==> config.mk <==
export PLATFORM = sky130hd
export DESIGN_NAME = ant_select_div
export DESIGN_NICKNAME = d
export VERILOG_FILES = /design/src/rtl/ant_select_div.sv
export SDC_FILE = /design/constraint.sdc
export NUM_CORES = 1
export LEC_CHECK = 0
export CORE_MARGIN = 2
export CORE_UTILIZATION = 57
export CTS_CLUSTER_SIZE = 8
export DETAILED_ROUTE_END_ITERATION = 6
export PLACE_DENSITY = 0.94
export REMOVE_ABC_BUFFERS = 1
export SYNTH_ARGS = -nofsm -noshare
export SYNTH_HDL_FRONTEND = slang
export SYNTH_SLANG_ARGS = --single-unit
export TNS_END_PERCENT = 10
==> constraint.sdc <==
create_clock -name clock -period 9.2 [get_ports clock]
set_clock_uncertainty 0.05 [all_clocks]
set_input_delay 1.38 -clock clock [delete_from_list [all_inputs] [get_ports clock]]
set_output_delay 1.38 -clock clock [all_outputs]
set_load 0.01 [all_outputs]
==> src/rtl/ant_select_div.sv <==
// ant_select_div
// Receive-diversity selector for NUM_ANT antennas. Per-antenna RSSI (unsigned
// half-dB) is averaged over windows of 2**AVG_LOG2 accepted strobes. At each
// window end the strongest antenna is found by a one-antenna-per-cycle scan.
// The selector switches to it only if it beats the current antenna by more
// than HYST. Decisions are suppressed while a packet is in flight. A software
// force overrides everything. The selected antenna's I/Q sample and RSSI are
// registered onto a single output bus.
//
// Ports
//   clock             system clock
//   reset             synchronous, active-high
//   enable            0 stalls all state; output pulses forced low
//   rssi_half_db      per-antenna RSSI, antenna k at [k*RSSI_W +: RSSI_W]
//   sample_in         per-antenna samples, antenna k at [k*SAMPLE_W +: SAMPLE_W]
//   sample_in_strobe  one-cycle pulse per input sample, common to all antennas
//   pkt_busy          receiver busy; freezes selection decisions
//   force_en          software override enable
//   force_ant         forced antenna index (clamped to NUM_ANT-1)
//   sample_out        selected antenna sample
//   sample_out_strobe qualifies sample_out, one cycle after sample_in_strobe
//   rssi_out          selected antenna RSSI, registered with sample_out
//   ant_select        current antenna index
//   switch_stb        one-cycle pulse when ant_select changes
module ant_select_div #(
    parameter int  NUM_ANT  = 4,
    parameter int  SAMPLE_W = 32,
    parameter int  RSSI_W   = 11,
    parameter int  AVG_LOG2 = 4,
    parameter int  HYST     = 6,
    localparam int SEL_W    = $clog2(NUM_ANT)
) (
    input  logic                        clock,
    input  logic                        reset,
    input  logic                        enable,
    input  logic [NUM_ANT*RSSI_W-1:0]   rssi_half_db,
    input  logic [NUM_ANT*SAMPLE_W-1:0] sample_in,
    input  logic                        sample_in_strobe,
    input  logic                        pkt_busy,
    input  logic                        force_en,
    input  logic [SEL_W-1:0]            force_ant,
    output logic [SAMPLE_W-1:0]         sample_out,
    output logic                        sample_out_strobe,
    output logic [RSSI_W-1:0]           rssi_out,
    output logic [SEL_W-1:0]            ant_select,
    output logic                        switch_stb
);

    localparam int               ACC_W    = RSSI_W + AVG_LOG2;
    localparam int               CNT_W    = AVG_LOG2;
    localparam logic [CNT_W-1:0] CNT_LAST = CNT_W'((1 << AVG_LOG2) - 1);
    localparam logic [SEL_W-1:0] SEL_LAST = SEL_W'(NUM_ANT - 1);

    typedef enum logic [1:0] {
        S_ACC,
        S_SCAN,
        S_DECIDE
    } state_t;

    state_t              state_q;
    logic [CNT_W-1:0]    count_q;
    logic [ACC_W-1:0]    acc_q    [NUM_ANT];
    logic [RSSI_W-1:0]   avg_q    [NUM_ANT];
    logic [SEL_W-1:0]    scan_idx_q;
    logic [SEL_W-1:0]    best_idx_q;
    logic [RSSI_W-1:0]   best_avg_q;
    logic [SEL_W-1:0]    ant_select_q;
    logic [SAMPLE_W-1:0] sample_out_q;
    logic [RSSI_W-1:0]   rssi_out_q;
    logic                sample_out_strobe_q;
    logic                switch_stb_q;

    logic [RSSI_W-1:0]   rssi_a   [NUM_ANT];
    logic [SAMPLE_W-1:0] sample_a [NUM_ANT];
    logic [ACC_W-1:0]    acc_d    [NUM_ANT];
    logic [SEL_W-1:0]    force_sel_d;
    logic [RSSI_W:0]     cur_thresh_d;
    logic                better_d;
    logic                scan_take_d;

    // Unpack the flat buses and form the next accumulator values. The
    // accumulator is wide enough for a full window of maximum RSSI.
    for (genvar k = 0; k < NUM_ANT; k++) begin : g_ant
        assign rssi_a[k]   = rssi_half_db[k*RSSI_W +: RSSI_W];
        assign sample_a[k] = sample_in[k*SAMPLE_W +: SAMPLE_W];
        assign acc_d[k]    = acc_q[k] + ACC_W'(rssi_a[k]);
    end

    // Clamping is only needed when the index field can encode non-existent antennas.
    if ((1 << SEL_W) > NUM_ANT) begin : g_clamp
        assign force_sel_d = (force_ant > SEL_LAST) ? SEL_LAST : force_ant;
    end else begin : g_no_clamp
        assign force_sel_d = force_ant;
    end

    // Hysteresis threshold gets one extra bit so avg + HYST cannot wrap.
    assign cur_thresh_d = {1'b0, avg_q[ant_select_q]} + (RSSI_W + 1)'(HYST);
    assign better_d     = {1'b0, best_avg_q} > cur_thresh_d;

    // The first antenna seeds the scan; later ones win only when strictly
    // greater, so ties resolve to the lowest index.
    assign scan_take_d  = (scan_idx_q == '0) || (avg_q[scan_idx_q] > best_avg_q);

    // A decision deferred by pkt_busy is never replayed. The next window end
    // re-evaluates from fresh averages, so no separate pending flag is kept.
    // NOTE: every register below is updated with <= so all branches see the
    // values from before this edge, regardless of statement order.
    always_ff @(posedge clock) begin
        if (reset) begin
            state_q             <= S_ACC;
            count_q             <= '0;
            scan_idx_q          <= '0;
            best_idx_q          <= '0;
            best_avg_q          <= '0;
            ant_select_q        <= '0;
            sample_out_q        <= '0;
            rssi_out_q          <= '0;
            sample_out_strobe_q <= 1'b0;
            switch_stb_q        <= 1'b0;
            // NOTE: these per-antenna arrays are plain flops, not RAM, so they
            // are reset to drop any partial window.
            for (int k = 0; k < NUM_ANT; k++) begin
                acc_q[k] <= '0;
                avg_q[k] <= '0;
            end
        end else if (!enable) begin
            // Everything holds; only the pulses are cleared so nothing
            // re-fires when enable returns.
            sample_out_strobe_q <= 1'b0;
            switch_stb_q        <= 1'b0;
        end else begin
            // Mux uses ant_select as it stands in the strobe cycle.
            sample_out_strobe_q <= sample_in_strobe;
            if (sample_in_strobe) begin
                sample_out_q <= sample_a[ant_select_q];
                rssi_out_q   <= rssi_a[ant_select_q];
            end

            switch_stb_q <= 1'b0;
            case (state_q)
                S_SCAN: begin
                    if (scan_take_d) begin
                        best_idx_q <= scan_idx_q;
                        best_avg_q <= avg_q[scan_idx_q];
                    end
                    if (scan_idx_q == SEL_LAST) begin
                        state_q <= S_DECIDE;
                    end else begin
                        scan_idx_q <= scan_idx_q + 1'b1;
                    end
                end
                S_DECIDE: begin
                    state_q <= S_ACC;
                    if (better_d && !pkt_busy) begin
                        ant_select_q <= best_idx_q;
                        switch_stb_q <= 1'b1;
                    end
                end
                default: ;
            endcase

            // Force overrides any DECIDE result in the same cycle.
            if (force_en) begin
                ant_select_q <= force_sel_d;
                switch_stb_q <= (force_sel_d != ant_select_q);
            end

            // Accumulation runs independently of the FSM; closing a window
            // latches the averages and starts a fresh scan.
            if (sample_in_strobe) begin
                if (count_q == CNT_LAST) begin
                    for (int k = 0; k < NUM_ANT; k++) begin
                        avg_q[k] <= acc_d[k][ACC_W-1:AVG_LOG2];
                        acc_q[k] <= '0;
                    end
                    count_q    <= '0;
                    state_q    <= S_SCAN;
                    scan_idx_q <= '0;
                end else begin
                    for (int k = 0; k < NUM_ANT; k++) begin
                        acc_q[k] <= acc_d[k];
                    end
                    count_q <= count_q + 1'b1;
                end
            end
        end
    end

    assign sample_out        = sample_out_q;
    assign rssi_out          = rssi_out_q;
    assign ant_select        = ant_select_q;
    assign sample_out_strobe = sample_out_strobe_q & enable;
    assign switch_stb        = switch_stb_q & enable;

endmodule

# Word-level counts from Yosys, hierarchy flattened
# Memory sizes are Yosys's and may differ from the RTL's. A register that Yosys moved wholly into a read port is not among the register bits.
# Index checks and enable logic that the tools add are counted.
# W data, S select, Z words.
# word_totals
register_bits,68
ram_bits,104
in_bits,180
out_inout_bits,47
elab_cells,102
memories,2
# memory_table
memory,depth,word_bits,read_ports,rd_clocked_by_memory_dff,write_ports,line,text
acc_q,4,15,4,0,4,62,logic [ACC_W-1:0] acc_q [NUM_ANT];
avg_q,4,11,2,2,4,63,logic [RSSI_W-1:0] avg_q [NUM_ANT];
# classes
add_sub_neg,7
n_lt_le_gt_ge,3
n_eq_ne,5
muxes,49
bitwise,16
reduce_logical,10
# op_table
cell,count
$mux W15,8
$mux W11,6
$bmux W32 S2,1
$mux W32,2
$add A15 B11 Y15,4
$mux W2,14
$bmux W11 S2,1
$mux W1,15
$add A11 B3 Y12 const B,1
$gt A11 B12 Y1,1
$or A1 B1 Y1,12
$gt A11 B11 Y1,1
$reduce_and A3 Y1,2
$add A4 B1 Y4 const B,1
$eq A2 B2 Y1 const B,2
$eq A4 B4 Y1 const B,1
$mux W4,1
$pmux W2 S2,1
$reduce_bool A2 Y1,2
$ge A3 B3 Y1 const B,1
$not A2 Y3,1
$add A2 B1 Y2 const B,1
$and A1 B1 Y1,2
$eq A2 B1 Y1 const B,1
other kinds (8),8

# Longest topological paths before layout
# Gate-level depths: netlist of run 1.
# logic_depth
depth_word,8
ltp_mapped,14
depth_no_buf,13

# Worst setup path after synthesis of run 1
# OpenSTA, ideal clock, no wires.
# synth_path
path_kind,input-to-reg
start,input enable
end,"memory avg_q[0][0], enable pin"
setup_time_ps,402
t_arrival_ps,3032
required_ps,8748
setup_slack_ps,5716
stages,6
path_buffers,2
cell_sequence,buf_2 nand2_1 clkbuf_1 nor2_1 nor2_1 inv_1
# synth_lines
item,line,text
"start, declared",35,"input logic enable,"
"end, declared",63,

# Worst setup path in the final report of run 1
# layout_path
start,input enable
end,output sample_out_strobe
# layout_via
elab_chain_cells,1
# layout_lines
item,line,text
$and A1 B1 Y1,192,assign sample_out_strobe = sample_out_strobe_q & enable;
"end, declared",43,"output logic sample_out_strobe,"
# No other way between the ends.

==> results of run 1 <==
==> flip-flops by register name (all words and copies together), names as in the netlist, named ones only <==
register,cells
avg_q,44
sample_out,32
best_idx_q,2
rssi_out,11
switch_stb_q,1
ant_select,2
best_avg_q,11
acc_q,60
scan_idx_q,2
count_q,4
sample_out_strobe_q,1
state_q,2
==> per-layer routing <==
metal	global-route usage, %	wire length [um]	vias up
met5	0	0	-
met4	12.8	1350	0
met3	6.10	3070	121
met2	55.3	16800	647
met1	41.3	12200	4787
li1	-	-	4423
==> Yosys cell counts (9+ instances only) <==
cell	n
edfxtp_1	89
nand3_1	24
buf_2	9
o21a_1	24
dfxtp_1	87
nand2b_1	36
and2_1	16
inv_1	41
nor2_1	88
ha_1	70
nand2_1	132
nor2b_1	10
xor2_1	18
a211oi_1	11
mux4_2	61
mux2i_1	17
nor3_1	43
xnor2_1	19
o21ai_0	36
a21oi_1	92
a21o_1	11
clkbuf_1	37
==> worst max-delay path, stage by stage <==
cell and delay, ps:
clkdlybuf4s50_1 730, and2_1 200, clkdlybuf4s50_1 530
==> cell type report <==
| class | instances | area share (%) |
|---|---|---|
| Multi-Input combinational cell | 818 | 44.6 |
| Tap cell | 260 | 2.31 |
| Inverter | 41 | 1.09 |
| Clock inverter | 12 | 0.667 |
| Clock buffer | 20 | 3.48 |
| Sequential cell | 176 | 31.4 |
| Timing Repair Buffer | 234 | 16.5 |
==> worst paths after layout <==
path / slack [ps] / cells past startpoint / start / to
min reg2reg: 410 / 2 / sample_out[5] / sample_out[5]
min: 410 / 2 / sample_out[5] / sample_out[5]
max reg2reg: 5210 / 12 / flip-flop / flip-flop
max: 4930 / 3 / enable / sample_out_strobe
==> cell families (layout without fill, tap and decap cells) <==
logic type                 after synthesis  count (layout)  synth area share [%]
adders and majority gates               74              74                  8.66
muxes                                   82              82                  14.9
and+or+nand+nor                        384             384                  16.4
buffers and inverters                   93             307                  3.36
xor gates and xnor gates                37              37                  2.93
DFF                                    176             176                  40.0
AOI/OAI and AO/OA                      241             241                  13.7
==> power breakdown <==
part / switching, mW / internal [mW]
Combinational: 0.226 / 0.221
Clock: 0.331 / 0.391
Sequential: 0.0338 / 0.862
==> cell usage in the layout (no fill, tap or decap), types with 5 or more instances in the layout <==
cell,count
nand3_1,24
clkdlybuf4s50_1,225
nor2b_1,10
dfxtp_1,85
buf_4,8
nand2_1,131
mux2i_1,17
a311oi_1,5
a211oi_1,11
xnor2_1,19
o21ai_0,36
or3_1,8
o21a_1,24
o21ai_1,8
nor2_1,88
nand4_1,6
clkbuf_16,19
o2111ai_1,5
a21oi_1,92
a211o_1,7
ha_1,70
nor3_1,42
xor2_1,18
edfxtp_1,89
inv_1,40
and2_1,15
nand2b_1,36
o211ai_1,7
a21o_1,11
mux4_2,61
==> out/qor.txt, run 1 <==
Fin Setup TNS -> 0 ps
Worst-Margin Slew -> 1240 ps
startpoint types -> primary input
crit path kind -> primary input to primary output
Mapped Cells -> 1,087
top post-synthesis cells by area -> edfxtp_1 24%, dfxtp_1 16%, mux4_2 12%, ha_1 7.9%, nand2_1 4.5%
hold slack -> 407 ps
fin crit period -> 4270 ps
slew margin rel. -> 17.5%
CTS clk-pin slew, worst paths -> 70 ps
synthesized flop and latch total -> 176
Post-route DRC -> 21
CP max FO -> 10
Fill cells -> 1,177
clk sinks -> 176
library cells used by synthesis -> 63
H-tree levels -> 4
Avg WL per Cell -> 21.4 um
area grow syn2layout -> 27.4%
Site Rows -> 50
Peak VDD IR -> 124 uV
post-synthesis sequential area ratio -> 40.0%
Initial Util -> 58.7%
CTS Buf Count -> 17
Critical Path RT -> 7770 ps
final hold violation count -> 0
Total Wirelength -> 33,400 um
Setup-failing EPs final -> 0
HPWL after detailed placement -> 24,300 um
gp weighted congestion -> 0.906
Post-Layout Cell Count -> 1,561
clk buf depth -> 2
hold_buf cts -> 0
insertion delay to the later sink of the worst-skew pair -> 440 ps
Post-synth EDFFs -> 89
RSZ-0062 raised after global routing -> false
worst setup margin -> 4930 ps
CTS tree -> done
top-area cell type share of the netlist area -> 24.2%
postcts setup bufs -> 0
height of the die -> 143 um
first drt pass iteration count -> 7
initial antenna violation count -> 0
fmax -> 234 MHz
Placement Cell Area -> 13,500 um2
die area -> 20,500 um2
vias in the first global route -> 9,802
Crit. End Element -> primary output
cell leakage power -> 5.15 nW
final slew viol count -> 0
Post-CTS Resized -> 0
top flip-flop cell by instance count after synthesis -> edfxtp_1
GRT Total Usage -> 32.6%
Synth Area per Inst -> 10.2 um2
HP Class -> flip-flop to flip-flop
layout cells sized above 1 -> 9.22%
# port buffers -> 226
mapped cell area -> 11,000 um2
footprint of the multi-input gates -> 6270 um2
DR iter-0 viols -> 971
post-route ant nets -> 0
core area -> 18,800 um2
power consumption -> 2.07 mW
fin nets -> 1,542
Antenna Cells -> 0
pwr/cell area -> 147 nW/um2
die width -> 143 um
vias -> 9,978
sequential standard cell area -> 4420 um2
final instance area -> 14,100 um2
Top Ports -> 227
global route overflow -> 0
Placed Cells -> 1,529
final design utilization -> 74.7%
max_cap viols -> 0
violated checks -> design-rule violations
ys async rst share -> 0%
period utilisation layout -> 46.4%
Critical Path AT -> 2840 ps
status -> complete, but fails checks
clk root buf -> clkbuf_16
global-route wire length before repair -> 51,400 um
pre-CTS WS -> 4960 ps
Yosys top cell by area -> edfxtp_1
largest net degree at the start of global routing -> 91
Yosys warnings -> 0
vias per inst -> 6.39
Power figures use the tool's default switching activity.
==> run 2: changes to the inputs <==
--- a/config.mk
+++ b/config.mk
@@ -6,10 +6,10 @@
 export NUM_CORES = 1
 export LEC_CHECK = 0
 export CORE_MARGIN = 2
-export CORE_UTILIZATION = 57
+export CORE_UTILIZATION = 53
 export CTS_CLUSTER_SIZE = 8
 export DETAILED_ROUTE_END_ITERATION = 6
-export PLACE_DENSITY = 0.94
+export PLACE_DENSITY = 0.88
 export REMOVE_ABC_BUFFERS = 1
 export SYNTH_ARGS = -nofsm -noshare
 export SYNTH_HDL_FRONTEND = slang
==> constraint.sdc (replaced) <==
create_clock -name clock -period 4.24 [get_ports clock]
set_clock_uncertainty 0.05 [all_clocks]
set_input_delay 0.636 -clock clock [delete_from_list [all_inputs] [get_ports clock]]
set_output_delay 0.636 -clock clock [all_outputs]
set_load 0.01 [all_outputs]
==> out/qor.txt, run 2 (synthesis gave the netlist of run 1 again) <==
status -> finished clean
global route overflow -> 0 (unchanged)
height of the die -> 148 um (+3.6%)
Initial Util -> 54.2% (-4.4 points)
vias in the first global route -> 9,447 (-3.6%)
Avg WL per Cell -> 20.0 um (-6.8%)
max reg flops -> 60 (unchanged)
Switching Fraction -> 27.5% (-1.1 points)
vias per inst -> 6.09 (-4.8%)
global-route wire length before repair -> 48,900 um (-4.9%)
CTS tree -> done
crit path kind -> flip-flop to flip-flop
Total Wirelength -> 31,400 um (-6.0%)
post-route ant nets -> 0 (unchanged)
insertion delay to the later sink of the worst-skew pair -> 440 ps (about the same)
area grow syn2layout -> 27.6%
vias -> 9,586 (-3.9%)
slew margin rel. -> 30.7% (+13 points)
Biggest register -> acc_q
Seq pwr share -> 44.4% (+1.0 points)
Fin Setup TNS -> 0 ps (unchanged)
Peak VDD IR -> 313 uV (+150%)
fin nets -> 1,546 (+0.26%)
RSZ-0062 raised after global routing -> false
Critical Path AT -> 3980 ps (+1140 ps)
die area -> 22,000 um2 (+7.3%)
initial antenna violation count -> 0 (unchanged)
hold_buf cts -> 0 (unchanged)
H-tree levels -> 4 (unchanged)
DR iter-0 viols -> 635 (-35%)
gp weighted congestion -> 0.934 (+3.2%)
final slew viol count -> 0 (unchanged)
commonest non-fill, non-tap cell in the layout -> clkdlybuf4s50_1
clk sinks -> 176 (unchanged)
cell leakage power -> 5.17 nW (+0.20%)
Clock power frac -> 34.3% (-0.7 points)
Setup-failing EPs final -> 0 (unchanged)
Top Ports -> 227 (unchanged)
hold depth -> 2 (unchanged)
period utilisation layout -> 87.5%
layout cells sized above 1 -> 9.35% (+0.12 points)
first drt pass iteration count -> 6 (-1)
R2R cell count -> 12 (unchanged)
most frequent cells in the layout -> 225 x clkdlybuf4s50_1, 131 x nand2_1, 92 x a21oi_1, 89 x edfxtp_1, 88 x nor2_1
switching power -> 1.20 mW (+100%)
core area -> 20,400 um2 (+8.1%)
CTS clk-pin slew, worst paths -> 70 ps (about the same)
Pint -> 3.17 mW (+110%)
Site Rows -> 52 (+4.0%)
Comb pwr share -> 21.3% (-0.3 points)
HP Class -> flip-flop to flip-flop
max_cap viols -> 0 (unchanged)
# port buffers -> 226 (unchanged)
GRT Total Usage -> 28.6% (-4.0 points)
largest net degree at the start of global routing -> 63 (-31%)
pwr/cell area -> 310 nW/um2 (+110%)
die width -> 148 um (+3.6%)
HPWL after detailed placement -> 23,600 um (-2.7%)
Post-route DRC -> 0 (-100%)
Post-CTS Resized -> 0 (unchanged)
clk root buf -> clkbuf_16
Antenna Cells -> 0 (unchanged)
fin crit period -> 3710 ps
CTS Buf Count -> 17 (unchanged)
clk buf depth -> 2 (unchanged)
postcts setup bufs -> 0 (unchanged)
CP max FO -> 11 (+1)
startpoint types -> flip-flop
final hold violation count -> 0 (unchanged)
fmax -> 270 MHz
Worst-Margin Slew -> 1040 ps (-198 ps)
final design utilization -> 69.2% (-5.5 points)
Critical Path RT -> 4510 ps (-3260 ps)
Crit. End Element -> flip-flop
run 2: cell count changes in the layout (fill, tap and decap cells not counted), sizes merged:
cell,change
clkinv,+2
inv,-3
buf,+4
clkbuf,+1
run 2: metal layers:
layer  routed length, um  up-vias  global-route usage (%)  share of wire, %
li1                    -     4434                       -                 -
met1               12200     4611                    36.7                39
met2               15600      458                    47.5                49
met3                2530       83                    5.67               8.0
met4                1170        0                    12.2               3.7
met5                   0        -                       0                 0
run 2: final cells by class:
class | count | area [um2]
clock buffer | 21 | 482
fill | 1447 | 6270
timing repair buffer | 238 | 2360
inverter | 41 | 154
sequential | 176 | 4420
clock inverter | 11 | 77.6
tap | 270 | 338
multi-input combinational | 818 | 6260
run 2: stage by stage:
stage / total power, mW / cells / worst slack, ps / hold slack, ps / area, um2
final: 4.38 / 1575 / 530 / 403 / 14100
after CTS: 4.38 / 1575 / 513 / 405 / 14100
after global placement: 2.85 / 1543 / 726 / 391 / 13500
after detailed placement: 2.89 / 1543 / 541 / 396 / 13500
after global routing: 4.54 / 1575 / 196 / 416 / 14100
after floorplan: 2.49 / 1035 / 867 / 379 / 10800
run 2: final timing paths:
kind,start,slack (ps),end
worst max-delay path,flip-flop,530,ant_select[0]
worst min-delay path,sample_out[4],400,sample_out[4]
worst max register to register,flip-flop,530,ant_select[0]
worst min register to register,sample_out[4],400,sample_out[4]
run 2: power by group through the flow:
| stage | registers (mW) | clock network (mW) | logic [mW] |
|---|---|---|---|
| global placement | 1.97 | 0 | 0.882 |
| floorplan | 1.97 | 0 | 0.518 |
| finish | 1.94 | 1.50 | 0.932 |
| global route | 1.95 | 1.58 | 1.01 |
| detailed placement | 1.98 | 0 | 0.913 |
| CTS | 1.94 | 1.51 | 0.923 |
run 2: critical path: stages, from the launching register on:
cell      delay (ps)
dfxtp_1          720
mux4_1           730
nand3_2          130
nand2b_1         170
nor2_1            80
xnor2_1          130
ha_1             300
o21ai_0           80
o21a_1           200
a211o_1          300
o21ai_2          300
a21oi_2          110
a311oi_1         300
==> run 3: changes to the inputs <==
--- a/config.mk
+++ b/config.mk
@@ -5,12 +5,14 @@
 export SDC_FILE = /design/constraint.sdc
 export NUM_CORES = 1
 export LEC_CHECK = 0
+export ABC_AREA = 1
 export CORE_MARGIN = 2
 export CORE_UTILIZATION = 53
 export CTS_CLUSTER_SIZE = 8
 export DETAILED_ROUTE_END_ITERATION = 6
 export PLACE_DENSITY = 0.88
 export REMOVE_ABC_BUFFERS = 1
+export SKIP_LAST_GASP = 1
 export SYNTH_ARGS = -nofsm -noshare
 export SYNTH_HDL_FRONTEND = slang
 export SYNTH_SLANG_ARGS = --single-unit
==> out/qor.txt, run 3 <==
Commonest cells post-synth -> 298 x nand2_1, 228 x nor2_1, 121 x inv_1
status -> finished clean
HP Class -> flip-flop to flip-flop
RR Endpoint -> ant_select[0]
fin nets -> 1,957 (+27%)
vias in the first global route -> 10,500 (+11%)
synthesized flop and latch total -> 176 (unchanged)
R2R cell count -> 22 (+10)
clk buf depth -> 2 (unchanged)
library cells used by synthesis -> 53 (-16%)
global route overflow -> 0 (unchanged)
cell leakage power -> 6.22 nW (+20%)
Yosys warnings -> 0 (unchanged)
Setup-failing EPs final -> 0 (unchanged)
global-route wire length before repair -> 54,200 um (+11%)
hold depth -> 2 (unchanged)
RSZ-0062 raised after global routing -> false
most frequent cells in the layout -> 298 x nand2_1, 228 x nor2_1, 226 x clkdlybuf4s50_1, 121 x inv_1, 110 x o21ai_0
top post-synthesis cells by area -> edfxtp_1 24%, dfxtp_1 15%, nand2_1 9.9%, ha_1 7.8%, nor2_1 7.6%
period utilisation layout -> 82.6% (-4.9 points)
Hold Path End -> acc_q[2][0]
core area -> 21,000 um2 (+2.9%)
Site Rows -> 53 (+1.9%)
height of the die -> 150 um (+0.98%)
die area -> 22,400 um2 (+2.0%)
area grow syn2layout -> 26.4%
CP max FO -> 21 (+10)
final slew viol count -> 0 (unchanged)
Post-synth EDFFs -> 89 (unchanged)
Peak VDD IR -> 301 uV (-3.9%)
Crit. End Element -> flip-flop
startpoint types -> flip-flop
clk root buf -> clkbuf_16
hold path start -> acc_q[2][0]
max_cap viols -> 0 (unchanged)
top flip-flop cell by instance count after synthesis -> edfxtp_1
ys async rst share -> 0% (unchanged)
clk sinks -> 176 (unchanged)
crit path kind -> flip-flop to flip-flop
largest net degree at the start of global routing -> 88 (+40%)
Top Ports -> 227 (unchanged)
DR iter-0 viols -> 1,058 (+67%)
# port buffers -> 226 (unchanged)
hold_buf cts -> 0 (unchanged)
most numerous cell in the Yosys netlist -> nand2_1
GRT Total Usage -> 31.1% (+2.5 points)
R2R Setup Slk -> 740 ps (+210 ps)
CTS Buf Count -> 17 (unchanged)
Initial Util -> 53.8% (-0.47 points)
max reg flops -> 60 (unchanged)
hold slack -> 418 ps (+15.4 ps)
Yosys top cell by area -> edfxtp_1
die width -> 150 um (+0.98%)
Worst-Margin Slew -> 961 ps (-78.1 ps)
CTS clk-pin slew, worst paths -> 70 ps (about the same)
Biggest register -> acc_q
Avg WL per Cell -> 17.6 um (-12%)
H-tree levels -> 4 (unchanged)
Mapped Cells -> 1,513 (+39%)
post-synthesis sequential area ratio -> 39.2% (-0.79 points)
insertion delay to the later sink of the worst-skew pair -> 440 ps (about the same)
fmax -> 286 MHz (+6.0%)
Post-CTS Resized -> 0 (unchanged)
Critical Path AT -> 3790 ps (-190 ps)
final hold violation count -> 0 (unchanged)
vias -> 11,200 (+17%)
top-area cell type share of the netlist area -> 23.7% (-0.48 points)
Post-route DRC -> 0 (unchanged)
first drt pass iteration count -> 6 (unchanged)
Fin Setup TNS -> 0 ps (unchanged)
HPWL after detailed placement -> 26,200 um (+11%)
CTS tree -> done
slew margin rel. -> 35.9% (+5.1 points)
vias per inst -> 5.62 (-7.6%)
pwr/cell area -> 318 nW/um2 (+2.4%)
commonest non-fill, non-tap cell in the layout -> nand2_1
postcts setup bufs -> 0 (unchanged)
gp weighted congestion -> 0.968 (+3.6%)
Critical Path RT -> 4530 ps (+20 ps)
Total Wirelength -> 35,000 um (+11%)
Synth Area per Inst -> 7.45 um2 (-27%)
fin crit period -> 3500 ps (-210 ps)
layout cells sized above 1 -> 6.47% (-2.9 points)
post-route ant nets -> 0 (unchanged)
initial antenna violation count -> 1 (+1)
mapped cell area -> 11,300 um2 (+2.0%)
==> run 3: cell types whose count changed after synthesis, moves of 25 or more <==
cell      before  now
nor2_1        88  228
inv_2          0   25
o22ai_1        1   51
nand3_1       24  100
nand2_1      132  298
nand2b_1      36    0
o21ai_0       36  110
inv_1         41  121
nor3_1        43   12
mux4_2        61    0
==> run 3: critical path, cell delays in order (launching register included) <==
cell and delay [ps]:
dfxtp_1 950, inv_8 150, nand2_1 110, nand3_1 90, nand2_2 130, ha_1 210, inv_1 100, nand2_1 90
xor2_1 70, ha_1 290, nand2_1 70, nor2_1 170, nand3_1 100, o211ai_1 210, inv_2 40, nand2_1 60
inv_1 50, nand2_2 70, nand2_2 60, nand2_4 90, nand2_1 60, nand2_1 100, nor2_1 50
==> run 3: metrics by stage <==
stage / cell area [um2] / std cells / power [mW] / utilization (%) / setup WS (ps)
final: 14200 / 1992 / 4.53 / 68.0 / 739
after global routing: 14200 / 1991 / 4.70 / 68.0 / 473
after CTS: 14200 / 1991 / 4.52 / 68.0 / 789
after detailed placement: 13700 / 1959 / 2.99 / 65.2 / 805
after global placement: 13700 / 1959 / 2.97 / 65.2 / 934
after floorplan: 10900 / 1444 / 2.54 / - / 363
==> run 3: how the worst max path moves through the flow <==
stage	cells past startpoint	end	startpoint	slack, ps
4_1_cts	22	flip-flop	flip-flop	790
6_report	22	ant_select[0]	flip-flop	740
3_3_place_gp	22	flip-flop	flip-flop	930
2_1_floorplan	2	avg_q[0][0]	sample_in_strobe	360
3_5_place_dp	22	ant_select[0]	flip-flop	800
5_1_grt	22	flip-flop	flip-flop	470
==> run 3: final cells by class <==
class,count,area (um2)
well taps,275,344
inverters,152,581
clock inverters,12,114
clock buffers,20,458
fillers,1731,6710
flip-flops and latches,176,4420
multi-input cells,1116,5960
diodes,1,2.50
repair buffers,240,2370
==> run 3: kinds of logic (layout without fill, tap and decap cells) <==
group / count (synthesis) / after routing / synth area share, %
AND/OR/NAND/NOR: 695 / 695 / 26.3
adder cells (fa/ha/maj): 74 / 74 / 8.48
XOR/XNOR: 43 / 43 / 3.34
other: 0 / 1 / 0
flip-flops: 176 / 176 / 39.2
AO/OA/AOI/OAI: 304 / 304 / 14.7
buffers and inverters: 221 / 424 / 8.00
==> run 3: power by group <==
group	internal (mW)	switching [mW]
registers	1.88	0.0585
clock network	0.813	0.739
logic	0.444	0.597
==> run 3: layer usage <==
metal	up-vias	share of wire, %	GRT usage (%)
met5	-	0	0
met3	77	7.5	5.67
met1	5204	42	40.8
met4	0	3.2	11.8
met2	484	47	51.4
li1	5434	-	-
